$ cat config.mk
export PLATFORM = sky130hd
export DESIGN_NAME = display_bcd_driver_flat
export DESIGN_NICKNAME = d
export VERILOG_FILES = /design/src/rtl/display_bcd_driver_pkg.sv /design/src/rtl/display_bcd_driver_if.sv /design/src/rtl/display_bcd_driver_decodificador_7seg.sv /design/src/rtl/display_bcd_driver.sv /design/src/flat_wrapper.sv
export SDC_FILE = /design/constraint.sdc
export NUM_CORES = 1
export LEC_CHECK = 0
export CAP_MARGIN = 5
export CORE_MARGIN = 5
export CORE_UTILIZATION = 35
export CTS_BUF_LIST = sky130_fd_sc_hd__clkbuf_16
export CTS_CLUSTER_SIZE = 30
export DETAILED_ROUTE_END_ITERATION = 7
export PLACE_DENSITY = 0.53
export SYNTH_ARGS = -nofsm -noshare
export SYNTH_HDL_FRONTEND = slang
export SYNTH_SLANG_ARGS = --single-unit
$ cat constraint.sdc
create_clock -name clock -period 2.87 [get_ports clock]
set_clock_uncertainty 0.05 [all_clocks]
set_input_delay 0.7175 -clock clock [delete_from_list [all_inputs] [get_ports clock]]
set_output_delay 0.7175 -clock clock [all_outputs]
set_load 0.03 [all_outputs]
$ cat src/rtl/display_bcd_driver_pkg.sv
// ============================================================================
// Module : display_pkg
// Brief  : Shared segment codes, FSM state encoding and BCD sizing helper
//          for the display_bcd_driver block.
// Rev    : 1.0  initial release
// ============================================================================
`default_nettype none

package display_pkg;

    localparam logic [6:0] SEG_BLANK = 7'b1111111;
    localparam logic [6:0] SEG_MINUS = 7'b0111111;
    localparam logic [6:0] SEG_E     = 7'b0000110;

    typedef enum logic [1:0] {
        OCIOSO = 2'd0,
        CONV   = 2'd1,
        FIM    = 2'd2
    } estado_t;

    // Each decimal digit needs just over 3 binary bits, so ceil(width/3) digits always suffice
    function automatic int bcd_digits(input int width);
        return (width + 2) / 3;
    endfunction

endpackage

`default_nettype wire

$ cat src/rtl/display_bcd_driver_if.sv
// ============================================================================
// Module : display_bcd_driver_if
// Brief  : Load/status/segment bundle between the CPU OUT path and the driver.
// Rev    : 1.0  initial release
// ============================================================================
`default_nettype none

interface display_bcd_driver_if #(
    parameter int WIDTH = 28
);
    logic [WIDTH-1:0] valor;
    logic             apaga;
    logic             carrega;
    logic             ocupado;
    logic             pronto;
    logic [6:0]       HEX5;
    logic [6:0]       HEX4;
    logic [6:0]       HEX3;
    logic [6:0]       HEX2;
    logic [6:0]       HEX1;

    modport master (
        output valor, apaga, carrega,
        input  ocupado, pronto, HEX5, HEX4, HEX3, HEX2, HEX1
    );

    modport slave (
        input  valor, apaga, carrega,
        output ocupado, pronto, HEX5, HEX4, HEX3, HEX2, HEX1
    );
endinterface

`default_nettype wire

$ cat src/rtl/display_bcd_driver_decodificador_7seg.sv
// ============================================================================
// Module : decodificador_7seg
// Brief  : Combinational BCD digit to active-low {g,f,e,d,c,b,a} segments.
// Rev    : 1.0  initial release
// ============================================================================
`default_nettype none

module decodificador_7seg (
    input  wire logic [3:0] i_bcd,
    output logic      [6:0] o_seg
);
    always_comb begin
        case (i_bcd)
            4'd0:    o_seg = 7'b1000000;
            4'd1:    o_seg = 7'b1111001;
            4'd2:    o_seg = 7'b0100100;
            4'd3:    o_seg = 7'b0110000;
            4'd4:    o_seg = 7'b0011001;
            4'd5:    o_seg = 7'b0010010;
            4'd6:    o_seg = 7'b0000010;
            4'd7:    o_seg = 7'b1111000;
            4'd8:    o_seg = 7'b0000000;
            4'd9:    o_seg = 7'b0010000;
            default: o_seg = 7'b1111111;
        endcase
    end
endmodule

`default_nettype wire

$ cat src/rtl/display_bcd_driver.sv
// ============================================================================
// Module : display_bcd_driver
// Brief  : Iterative shift-add-3 binary to BCD converter driving HEX5..HEX1,
//          with leading-zero blanking, overflow pattern and blank request.
//          Optional macro DISPLAY_SIGNED_EN: treat valor as two's complement.
// Rev    : 1.0  initial release
// ============================================================================
`default_nettype none

module display_bcd_driver
    import display_pkg::*;
#(
    parameter int WIDTH       = 28,
    parameter bit BLANK_ZEROS = 1'b1
) (
    input wire logic             clock,
    input wire logic             reset_n,
    display_bcd_driver_if.slave  bus
);

    localparam int NDIG  = bcd_digits(WIDTH);
    localparam int BCD_W = 4 * NDIG;
    localparam int CNT_W = (WIDTH > 1) ? $clog2(WIDTH) : 1;

    estado_t          r_estado;
    logic [WIDTH-1:0] r_bin;
    logic [BCD_W-1:0] r_bcd;
    logic [CNT_W-1:0] r_cnt;
    logic             r_apaga;
    logic             r_neg;
    logic             r_pend;
    logic             r_sh_apaga;
    logic             r_sh_neg;
    logic [WIDTH-1:0] r_sh_mag;
    logic             r_ocupado;
    logic             r_pronto;
    logic [6:0]       r_hex [5];

    logic             w_in_neg;
    logic [WIDTH-1:0] w_in_mag;
    logic             w_ld_apaga;
    logic             w_ld_neg;
    logic [WIDTH-1:0] w_ld_mag;
    logic [BCD_W-1:0] w_bcd_adj;
    logic [6:0]       w_seg [5];
    logic [6:0]       w_hex [5];
    logic [19:0]      w_low5;
    logic [4:1]       w_zero_from;
    logic             w_high_nz;
    logic             w_ovf;

    // Magnitude is resolved at load time so the converter itself is always unsigned
`ifdef DISPLAY_SIGNED_EN
    assign w_in_neg = bus.valor[WIDTH-1];
    assign w_in_mag = w_in_neg ? (~bus.valor + WIDTH'(1)) : bus.valor;
`else
    assign w_in_neg = 1'b0;
    assign w_in_mag = bus.valor;
`endif

    // In FIM a fresh strobe beats the shadow (latest wins); otherwise the shadow is used
    always_comb begin
        w_ld_apaga = bus.apaga;
        w_ld_neg   = w_in_neg;
        w_ld_mag   = w_in_mag;
        if (r_estado == FIM && !bus.carrega) begin
            w_ld_apaga = r_sh_apaga;
            w_ld_neg   = r_sh_neg;
            w_ld_mag   = r_sh_mag;
        end
    end

    always_comb begin
        w_bcd_adj = r_bcd;
        for (int i = 0; i < NDIG; i++) begin
            if (r_bcd[4*i +: 4] >= 4'd5) begin
                w_bcd_adj[4*i +: 4] = r_bcd[4*i +: 4] + 4'd3;
            end
        end
    end

    for (genvar gi = 0; gi < 5; gi++) begin : g_dec
        decodificador_7seg u_dec (
            .i_bcd (r_bcd[4*gi +: 4]),
            .o_seg (w_seg[gi])
        );
    end

    if (NDIG > 5) begin : g_high
        assign w_high_nz = |r_bcd[BCD_W-1:20];
    end else begin : g_no_high
        assign w_high_nz = 1'b0;
    end

    assign w_low5 = r_bcd[19:0];
    // A negative value gives up HEX5 to the sign, so only four digits remain
    assign w_ovf  = w_high_nz | (r_neg & (r_bcd[19:16] != 4'd0));

    always_comb begin
        for (int i = 1; i < 5; i++) begin
            w_zero_from[i] = ((w_low5 >> (4 * i)) == 20'd0);
        end
    end

    always_comb begin
        w_hex[0] = w_seg[0];
        for (int i = 1; i < 5; i++) begin
            w_hex[i] = (BLANK_ZEROS && w_zero_from[i]) ? SEG_BLANK : w_seg[i];
        end
        if (r_neg) begin
            w_hex[4] = SEG_MINUS;
        end
        if (w_ovf) begin
            for (int i = 1; i < 5; i++) begin
                w_hex[i] = SEG_MINUS;
            end
            w_hex[0] = SEG_E;
        end
        if (r_apaga) begin
            for (int i = 0; i < 5; i++) begin
                w_hex[i] = SEG_BLANK;
            end
        end
    end

    always_ff @(posedge clock or negedge reset_n) begin
        if (!reset_n) begin
            r_estado   <= OCIOSO;
            r_bin      <= '0;
            r_bcd      <= '0;
            r_cnt      <= '0;
            r_apaga    <= 1'b0;
            r_neg      <= 1'b0;
            r_pend     <= 1'b0;
            r_sh_apaga <= 1'b0;
            r_sh_neg   <= 1'b0;
            r_sh_mag   <= '0;
            r_ocupado  <= 1'b0;
            r_pronto   <= 1'b0;
            for (int i = 0; i < 5; i++) begin
                r_hex[i] <= SEG_BLANK;
            end
        end else begin
            r_pronto <= 1'b0;
            case (r_estado)
                OCIOSO: begin
                    if (bus.carrega) begin
                        r_apaga   <= w_ld_apaga;
                        r_neg     <= w_ld_neg;
                        r_bin     <= w_ld_mag;
                        r_bcd     <= '0;
                        r_cnt     <= '0;
                        r_ocupado <= 1'b1;
                        r_estado  <= CONV;
                    end
                end
                CONV: begin
                    r_bcd <= {w_bcd_adj[BCD_W-2:0], r_bin[WIDTH-1]};
                    r_bin <= {r_bin[WIDTH-2:0], 1'b0};
                    r_cnt <= r_cnt + 1'b1;
                    if (r_cnt == CNT_W'(WIDTH - 1)) begin
                        r_estado <= FIM;
                    end
                    if (bus.carrega) begin
                        r_sh_apaga <= w_in_neg ? bus.apaga : bus.apaga;
                        r_sh_neg   <= w_in_neg;
                        r_sh_mag   <= w_in_mag;
                        r_pend     <= 1'b1;
                    end
                end
                FIM: begin
                    for (int i = 0; i < 5; i++) begin
                        r_hex[i] <= w_hex[i];
                    end
                    r_pronto <= 1'b1;
                    if (bus.carrega || r_pend) begin
                        r_apaga  <= w_ld_apaga;
                        r_neg    <= w_ld_neg;
                        r_bin    <= w_ld_mag;
                        r_bcd    <= '0;
                        r_cnt    <= '0;
                        r_pend   <= 1'b0;
                        r_estado <= CONV;
                    end else begin
                        r_ocupado <= 1'b0;
                        r_estado  <= OCIOSO;
                    end
                end
                default: begin
                    r_estado  <= OCIOSO;
                    r_ocupado <= 1'b0;
                end
            endcase
        end
    end

    assign bus.ocupado = r_ocupado;
    assign bus.pronto  = r_pronto;
    assign bus.HEX1    = r_hex[0];
    assign bus.HEX2    = r_hex[1];
    assign bus.HEX3    = r_hex[2];
    assign bus.HEX4    = r_hex[3];
    assign bus.HEX5    = r_hex[4];

endmodule

`default_nettype wire

$ cat src/flat_wrapper.sv
// flat-port wrapper written by rule: the top's interface ports become plain ports
module display_bcd_driver_flat import display_pkg::*;
#(
    parameter int WIDTH       = 28,
    parameter bit BLANK_ZEROS = 1'b1
)
  (clock, reset_n, bus_valor, bus_apaga, bus_carrega, bus_ocupado, bus_pronto, bus_HEX5, bus_HEX4, bus_HEX3, bus_HEX2, bus_HEX1);
  display_bcd_driver_if #(.WIDTH(WIDTH)) bus_i ();
  input wire logic clock;
  input wire logic reset_n;
  input wire logic [$bits(bus_i.valor)-1:0] bus_valor;
  input wire logic [$bits(bus_i.apaga)-1:0] bus_apaga;
  input wire logic [$bits(bus_i.carrega)-1:0] bus_carrega;
  output wire logic [$bits(bus_i.ocupado)-1:0] bus_ocupado;
  output wire logic [$bits(bus_i.pronto)-1:0] bus_pronto;
  output wire logic [$bits(bus_i.HEX5)-1:0] bus_HEX5;
  output wire logic [$bits(bus_i.HEX4)-1:0] bus_HEX4;
  output wire logic [$bits(bus_i.HEX3)-1:0] bus_HEX3;
  output wire logic [$bits(bus_i.HEX2)-1:0] bus_HEX2;
  output wire logic [$bits(bus_i.HEX1)-1:0] bus_HEX1;
  assign bus_i.valor = bus_valor;
  assign bus_i.apaga = bus_apaga;
  assign bus_i.carrega = bus_carrega;
  assign bus_ocupado = bus_i.ocupado;
  assign bus_pronto = bus_i.pronto;
  assign bus_HEX5 = bus_i.HEX5;
  assign bus_HEX4 = bus_i.HEX4;
  assign bus_HEX3 = bus_i.HEX3;
  assign bus_HEX2 = bus_i.HEX2;
  assign bus_HEX1 = bus_i.HEX1;
  display_bcd_driver #(.WIDTH(WIDTH), .BLANK_ZEROS(BLANK_ZEROS)) u_core (.clock(clock), .reset_n(reset_n), .bus(bus_i));
endmodule
# Yosys cells after proc, flatten, opt, wreduce, memory -nomap -nowiden
# Memory sizes are Yosys's and may differ from the RTL's.
# Cells that the tools add are included.
word_totals:
  reg_bits: 144
  rom_bits: 560
  inputBits: 32
  memories: 5
memory_table:
  columns: ["memory", "depth", "width", "rd", "rd_clocked_by_memory_dff", "write_ports", "line_no", "text"]
  rows:
  - ["(no name shown)", 16, 7, 1, 0, 0, "display_bcd_driver_decodificador_7seg.sv:13", "case (i_bcd)"]
  - ["(no name shown)", 16, 7, 1, 0, 0, "display_bcd_driver_decodificador_7seg.sv:13", null]
  - ["(no name shown)", 16, 7, 1, 0, 0, "display_bcd_driver_decodificador_7seg.sv:13", null]
  - ["(no name shown)", 16, 7, 1, 0, 0, "display_bcd_driver_decodificador_7seg.sv:13", null]
  - ["(no name shown)", 16, 7, 1, 0, 0, "display_bcd_driver_decodificador_7seg.sv:13", null]
classes:
  addsub: 11
  order_cmp: 10
  n_eq_ne: 8
  muxes: 43
  bitwise: 3
  reduce_logical: 19
ops:
  columns: ["cell", "count"]
  rows:
  - ["40-bit one-hot mux with 3 select lines", 1]
  - ["28-bit two-way mux", 3]
  - ["28-bit one-hot mux with 3 select lines", 1]
  - ["20-bit zero test", 4]
  - ["40-bit two-way mux", 2]
  - ["35-bit two-way mux", 2]
  - ["4-bit by 3-bit >= comparator with 1-bit output (second input constant)", 10]
  - ["4-bit by 2-bit adder with 4-bit output (second input constant)", 9]
  - ["4-bit two-way mux", 9]
  - ["7-bit two-way mux", 5]
  - ["20-bit OR reduction", 1]
  - ["5-bit one-hot mux with 3 select lines", 1]
  - ["3-bit AND reduction", 4]
  - ["5-bit two-way mux", 2]
  - ["1-bit two-way mux", 9]
  - ["2-bit != test (second input constant)", 4]
  - ["1-bit one-hot mux with 2 select lines", 3]
  - ["2-bit one-hot mux with 3 select lines", 1]
  - ["5-bit by 1-bit adder with 5-bit output (second input constant)", 1]
  - ["5-bit == test (second input constant)", 1]
  - ["2-bit two-way mux", 2]
  - ["2-bit AND reduction", 2]
  - ["2-bit nonzero test", 2]
  - ["4-bit nonzero test", 1]
  - ["14 further kinds", 14]

# Logic depth before layout (Yosys ltp)
# Gate-level depths: netlist of the first run.
logic_depth:
  depth_word: 5
  ltp_mapped: 8
  depth_no_buf: 7

# Hierarchy
# From an unflattened synthesis of the first run, not the netlist that was laid out.
unflattened:
  hier_cells: 800
  area_unflattened_um2: 7878.8
by_module_without_submodules:
  columns: ["mod", "n_inst", "cells_per_inst", "area_per_inst_um2", "seq_area_each_um2"]
  rows:
  - ["display_bcd_driver", 1, 637, 6837.8, 3622.2]
  - ["decodificador_7seg (u_core.g_dec[0].u_dec ...)", 4, 33, 210.2, 0.0]
  - ["decodificador_7seg (u_core.g_dec[2].u_dec)", 1, 31, 200.2, 0.0]

# Least setup slack after synthesis of the first run
# OpenSTA, ideal clock, no wires.
synth_path:
  path_type: "input -> register"
  startpoint: "in bus_carrega"
  endpoint: "reg u_core.r_bin[10]"
  setup_time_ps: 126
  arrival_time_ps: 2113
  required_time_ps: 2694
  setup_slack_ps: 581
  path_stages: 7
  n_path_buf: 3
  cell_sequence: "clkbuf_1 or3b_2 clkbuf_1 clkbuf_1 nand2_1 a21oi_1 a221o_1"
synth_between:
  elab_chain_cells: 5
synth_lines:
  columns: ["item", "line_no", "text"]
  rows:
  - ["from (decl)", "flat_wrapper.sv:13", "input wire logic [$bits(bus_i.carrega)-1:0] bus_carrega;"]
  - ["1-bit zero test", "display_bcd_driver.sv:66", "if (r_estado == FIM && !bus.carrega) begin"]
  - ["1-bit logical AND", "display_bcd_driver.sv:66", null]
  - ["28-bit two-way mux", "display_bcd_driver.sv:66", null]
  - ["28-bit two-way mux (on tied branches)", "display_bcd_driver.sv:176, display_bcd_driver.sv:147", null]
  - ["28-bit one-hot mux with 3 select lines", "display_bcd_driver.sv:145", "case (r_estado)"]
  - ["to (signal assigned)", "display_bcd_driver.sv:150", "r_bin <= w_ld_mag;"]
  - ["to (signal assigned)", "display_bcd_driver.sv:159", "r_bin <= {r_bin[WIDTH-2:0], 1'b0};"]
  - ["to (signal assigned)", "display_bcd_driver.sv:179", "r_bin <= w_ld_mag;"]
  - ["to (decl)", "display_bcd_driver.sv:26", "logic [WIDTH-1:0] r_bin;"]
# Parallel ways exist; a longest one is shown, timed or not. The select of a mux whose other input is x is not followed.
# A chain may end at the register's enable or synchronous reset.

# Worst setup path after layout of the first run
layout_path:
  startpoint: "reg u_core.r_hex (netlist bit u_core.bus.HEX5[0])"
  endpoint: "out bus_HEX5[0]"
layout_lines:
  columns: ["item", "line_no", "text"]
  rows:
  - ["from (decl)", "display_bcd_driver.sv:37", "logic [6:0] r_hex [5];"]
  - ["from (signal, indexed assignment)", "display_bcd_driver.sv:173", "r_hex[i] <= w_hex[i];"]
  - ["to (decl)", "flat_wrapper.sv:16", "output wire logic [$bits(bus_i.HEX5)-1:0] bus_HEX5;"]
# No word-level cell between the ends.

==> results of run 1 <==
-- registers in the layout, summed over array words and instances, names as in the netlist, 5 cells and up --
signal           count
u_core.r_bcd        40
u_core.r_bin        28
u_core.r_sh_mag     28
u_core.bus.HEX1      7
u_core.bus.HEX2      7
u_core.bus.HEX3      7
u_core.bus.HEX4      7
u_core.bus.HEX5      7
u_core.r_cnt         5
-- final timing paths --
kind / startpoint / end / slack, ns / cells past startpoint
max reg2reg: u_core.r_bcd[20] / u_core.bus.HEX4[3] / 0.54 / 6
max: u_core.bus.HEX5[0] / bus_HEX5[0] / 0.46 / 1
min reg2reg: u_core.bus.HEX1[3] / u_core.bus.HEX1[3] / 0.45 / 2
min in group clock: u_core.bus.HEX1[3] / u_core.bus.HEX1[3] / 0.45 / 2
max in group asynchronous: reset_n / u_core.bus.HEX4[6] / 1.84 / 2
min: reset_n / u_core.r_bcd[6] / 0.20 / 1
-- logic make-up after synthesis --
logic type      count (synthesis)
xor+xnor                       20
simple gates                  223
compound gates                230
buf+inv                        84
flops                         143
fa+ha+maj                      46
mux                            44
-- where the power goes --
group          leakage, nW  switching [W]  internal, W  total, W
sequential            1.67       0.000777      0.00298   0.00376
clock                0.292        0.00101      0.00125   0.00226
combinational         1.99        0.00239      0.00210   0.00449
-- cells in the final DEF, fill, tap and decap left out, types with 26 or more instances in the layout --
master | synthesis | final
nand2_1 | 103 | 103
ha_1 | 46 | 46
dfrtp_1 | 108 | 108
dfstp_2 | 35 | 35
mux2_2 | 32 | 32
inv_1 | 33 | 33
a21oi_1 | 77 | 77
buf_4 | 0 | 26
o21ai_0 | 48 | 48
a221o_1 | 26 | 26
clkdlybuf4s50_1 | 0 | 67
nor2_1 | 54 | 53
-- per-layer routing --
layer  part of all wire (%)  global-route usage (%)
met1                     48                   21.37
met4                    1.2                   4.427
met3                    4.3                   3.099
met5                      0                       0
met2                     46                   24.90
-- worst reg2reg max path: stages, from the launching register on --
cell,delay [ns]
dfrtp_1,0.42
inv_1,0.13
ha_1,0.16
nor4bb_1,0.40
nand3_1,0.37
nor4_1,0.56
a21oi_1,0.14
-- cell type report --
| cell class | count | area, sq um |
|---|---|---|
| multi-input cells | 563 | 3780 |
| clock inverters | 15 | 171.4 |
| fillers | 2120 | 12370 |
| clock buffers | 17 | 425.4 |
| repair buffers | 96 | 917.1 |
| well taps | 280 | 350.3 |
| inverters | 33 | 123.9 |
| flip-flops and latches | 143 | 3622 |
-- stage by stage --
| step | power [W] | hold slack, ns |
|---|---|---|
| 3_3_place_gp | 0.008280 | 0.4344 |
| 3_5_place_dp | 0.008322 | 0.4275 |
| 2_1_floorplan | 0.006954 | 0.3719 |
| 4_1_cts | 0.01063 | 0.2066 |
| 6_report | 0.01050 | 0.1976 |
| 5_1_grt | 0.01136 | 0.2360 |
==> metrics.txt, run 1 <==
dpl cells=1115; Max-Cap Viols=0; hold buffers post-CTS=0; PnR worst setup slack=0.4554 ns; vias per cell=5.210; CP Capture Type=primary output; worst min-delay path class=in2async; Async S/R FF share, synth=100.0%; Mapped Cells=790; slew margin rel.=57.12%; post-cts resize count=0; syn avg cell area=9.769 sq um; GRT overflow=0; initial antenna violation count=0; Synth Cell Area=7717 sq um; delay of the slowest critical-path stage=0.67 ns; Tightest Pin Transition=0.6365 ns; Sink Count=143; post-detail-place hpwl=12690 um; WS Path Type=reg2out; Final Critical Period=2.415 ns; die area=25120 sq um; register area share after synthesis=46.94%; f_max=0.4141 GHz; setup tns final=0 ns; first-pass GRT wire length=31090 um; Die X=158.5 um; number of antenna diodes=0; antenna viol nets, final=0; Slowest-stage cell, CP=clkdlybuf4s50_1; final hold viol count=0; Static Leak=3.954 nW; Post-synth EDFFs=0; critical path, cell by cell=clkdlybuf4s50_1; Synth Area in XOR/XNOR=2.270%; CTS Buf Count=17; final cell count without fillers=1147; Power Density=1119 nW/um^2; most numerous cell in the Yosys netlist=dfrtp_1; routability cong.=0.8064; main combinational cell family by area after synthesis=compound AO/OA/AOI/OAI gates; Worst Path Buf+Inv=1; clock slew at reported path FFs=0.07 ns; CTS tree=yes; Total Wirelength=18660 um; Seq cells post-synth=143; worst skew pair latency=0.43 ns; maximum VDD drop=0.4731 mV; layout cells sized above 1=16.15%; initial drt markers=248; Startpoint Class=flop; post-synthesis mux area share=6.226%; adder-cell area share of the yosys netlist=7.458%; max-slew violation count=0; Compound-Gate Fraction of Synth Area=19.20%; clk buf depth=2; Yosys cell types=58; Die Ht=158.5 um; number of global-route vias before repair=5985; Synth Area in Simple Gates=13.67%; root buf cell=clkbuf_16; Place WS=0.3709 ns; Critical Path AT=1.65 ns; Area after DPL=8793 sq um; Residual DRC=0; post-layout util=43.16%; syn nets=868; post-synth top area share=35.02%; Most used DFF post-synth=dfrtp_1; post-route cell area=9390 sq um; Crit Path Max Fanout=2; largest cells by area after synthesis=dfrtp_1, dfstp_2, ha_1; via count=5976; Syn. warnings=0; kind of cell adding the most delay to the critical path=buffers and inverters; commonest cells in the netlist=dfrtp_1, nand2_1, a21oi_1; status=complete, no violations; htree depth=4; area delta synth->final=21.68%; average wire per standard cell=16.27 um; cell taking the most area after synthesis=dfrtp_1; postcts setup bufs=0; Overall Global Routing Usage=15.50%; Setup Viol. Count Final=0; WP data required=2.10 ns; Initial Util=35.47%; I/O pin count=69; period utilization=84.13%; fin nets=932; first drt pass iteration count=4; RSZ-0062 raised after global routing=false; Port Buffers=68; Core Rows=54; Core ar.=21760 sq um; largest net degree at the start of global routing=55
(Power assumes the default switching activity.)
==> run 2: changes to the inputs <==
- PLACE_DENSITY: 0.53 -> 0.55
- clock period: 2.87 -> 2 ns (I/O delays scaled with it)
==> metrics.txt, run 2 (synthesis results as in run 1) <==
status=complete, no violations (unchanged); vias per cell=5.159 (was 5.210); Startpoint Class=flop (unchanged); Die X=158.5 um (unchanged); worst skew pair latency=0.43 ns (about the same); WP data required=1.45 ns (was 2.10 ns); layout cells sized above 1=22.55% (was 16.15%); number of antenna diodes=0 (unchanged); Final Critical Period=1.936 ns; Max-Cap Viols=0 (unchanged); Tightest Pin Transition=0.4388 ns (was 0.6365 ns); Overall Global Routing Usage=15.46% (was 15.50%); first-pass GRT wire length=31240 um (was 31090 um); critical path, cell by cell=dlygate4sd2_1 (was clkdlybuf4s50_1); worst min-delay path class=reg2reg (was in2async); GRT overflow=0 (unchanged); Crit path depth=1 (unchanged); delay of the slowest critical-path stage=0.55 ns (was 0.67 ns); WS Path Type=reg2out (unchanged); Die Ht=158.5 um (unchanged); routability cong.=0.8224 (was 0.8064); largest net degree at the start of global routing=60 (was 55); Critical Path AT=1.39 ns (was 1.65 ns); Core Rows=54 (unchanged); Initial Util=35.47% (unchanged); first drt pass iteration count=4 (unchanged); largest registers=u_core.r_bcd (40), u_core.r_bin (28), u_core.r_sh_mag (28) (unchanged); f_max=0.5165 GHz; area delta synth->final=28.42% (was 21.68%); kind of cell adding the most delay to the critical path=flip-flops (was buffers and inverters); reg2reg setup slack=0.07 ns (was 0.54 ns); via count=6180 (was 5976); clk buf depth=2 (unchanged); fin nets=983 (was 932); CP Capture Type=primary output (unchanged); max FFs per register=40 (unchanged); Static Leak=4.422 nW (was 3.954 nW); max-slew violation count=0 (unchanged); Total Wirelength=18840 um (was 18660 um); reg2reg path depth=4 (was 6); Power Density=1579 nW/um^2 (was 1119 nW/um^2); Residual DRC=0 (unchanged); post-detail-place hpwl=13140 um (was 12690 um); Slowest-stage cell, CP=dfstp_2 (was clkdlybuf4s50_1); commonest cells after routing, fill and taps aside=dfrtp_1, nand2_1, a21oi_1 (unchanged); final hold viol count=0 (unchanged); clock slew at reported path FFs=0.07 ns (about the same); setup tns final=0 ns (unchanged); RR Startpoint=u_core.r_bcd[6] (was u_core.r_bcd[20]); number of global-route vias before repair=6092 (was 5985); Sink Count=143 (unchanged); most flop-heavy register=u_core.r_bcd (unchanged); worst setup path end=bus_HEX1[3] (was bus_HEX5[0]); slew margin rel.=70.55% (was 57.12%); htree depth=4 (unchanged); Worst Setup SP=u_core.bus.HEX1[3] (was u_core.bus.HEX5[0]); I/O pin count=69 (unchanged); post-route cell area=9911 sq um (was 9390 sq um); Pwr Total=0.01565 W (was 0.01050 W); Core ar.=21760 sq um (unchanged); commonest non-fill, non-tap cell in the layout=dfrtp_1 (unchanged); Setup Viol. Count Final=0 (unchanged); initial antenna violation count=0 (unchanged); CTS tree=yes (unchanged); Area after DPL=9254 sq um (was 8793 sq um); root buf cell=clkbuf_16 (unchanged); initial drt markers=351 (was 248); Worst Path Buf+Inv=1 (unchanged); maximum VDD drop=0.6132 mV (was 0.4731 mV); Crit Path Max Fanout=2 (unchanged); FF-to-FF End=u_core.bus.HEX2[2] (was u_core.bus.HEX4[3]); average wire per standard cell=15.73 um (was 16.27 um); die area=25120 sq um (unchanged); antenna viol nets, final=0 (unchanged); Port Buffers=68 (unchanged); CTS Buf Count=17 (unchanged); period utilization=96.80%
==> run 2: worst min path at each step <==
| stage | start | endpoint | slack [ns] | depth (start not counted) |
|---|---|---|---|---|
| 2_1_floorplan | reset_n | u_core.bus.ocupado | 0.15 | 0 |
| 3_3_place_gp | reset_n | u_core.bus.pronto | 0.34 | 1 |
| 3_5_place_dp | reset_n | u_core.bus.pronto | 0.34 | 1 |
| 4_1_cts | u_core.bus.HEX1[5] | u_core.bus.HEX1[5] | 0.44 | 2 |
| 5_1_grt | u_core.bus.HEX1[5] | u_core.bus.HEX1[5] | 0.45 | 2 |
| 6_report | u_core.bus.HEX1[5] | u_core.bus.HEX1[5] | 0.44 | 2 |
==> run 2: report_power, final <==
part | leakage, nW | internal (W) | switching (W)
clock | 0.285 | 0.00178 | 0.00142
sequential | 1.67 | 0.00428 | 0.000828
combinational | 2.46 | 0.00342 | 0.00392
total | 4.42 | 0.00948 | 0.00617
==> run 2: stage by stage <==
step,hold WS (ns),util [%],instances,setup slack (ns)
6_report,0.4392,45.55,1198,0.06391
5_1_grt,0.4516,45.55,1198,-0.01431
4_1_cts,0.4396,45.30,1197,0.001530
3_5_place_dp,0.3429,42.54,1163,-0.2417
3_3_place_gp,0.3402,42.54,1163,-0.2019
2_1_floorplan,0.1544,-,790,0.0001854
==> run 2: cell type report <==
| cell class | instances | area [sq um] |
|---|---|---|
| Clock buffer | 17 | 425.4 |
| Clock inverter | 15 | 166.4 |
| Fill cell | 2095 | 11850 |
| Inverter | 33 | 123.9 |
| Multi-Input combinational cell | 563 | 3859 |
| Sequential cell | 143 | 3622 |
| Tap cell | 280 | 350.3 |
| Timing Repair Buffer | 147 | 1364 |
==> run 2: layer usage <==
layer | vias up | share of wire, % | global-route usage [%]
met1 | 3011 | 49 | 21.43
met4 | 0 | 0.72 | 3.412
met5 | - | 0 | 0
met2 | 101 | 46 | 25.07
met3 | 12 | 4.2 | 3.235
li1 | 3056 | - | -
==> run 2: repair_timing <==
item	in CTS	in global routing
hold buffers	1	0
gates resized for setup	43	18
pin swaps	2	6
endpoints found under the setup margin	55	33
setup buffers	1	1
endpoints found under the hold margin	8	0
==> run 3: changes to the inputs <==
- SLEW_MARGIN: default -> 20
==> results of run 3 <==
The final DEF is identical to that of run 2; final timing and power are the same.
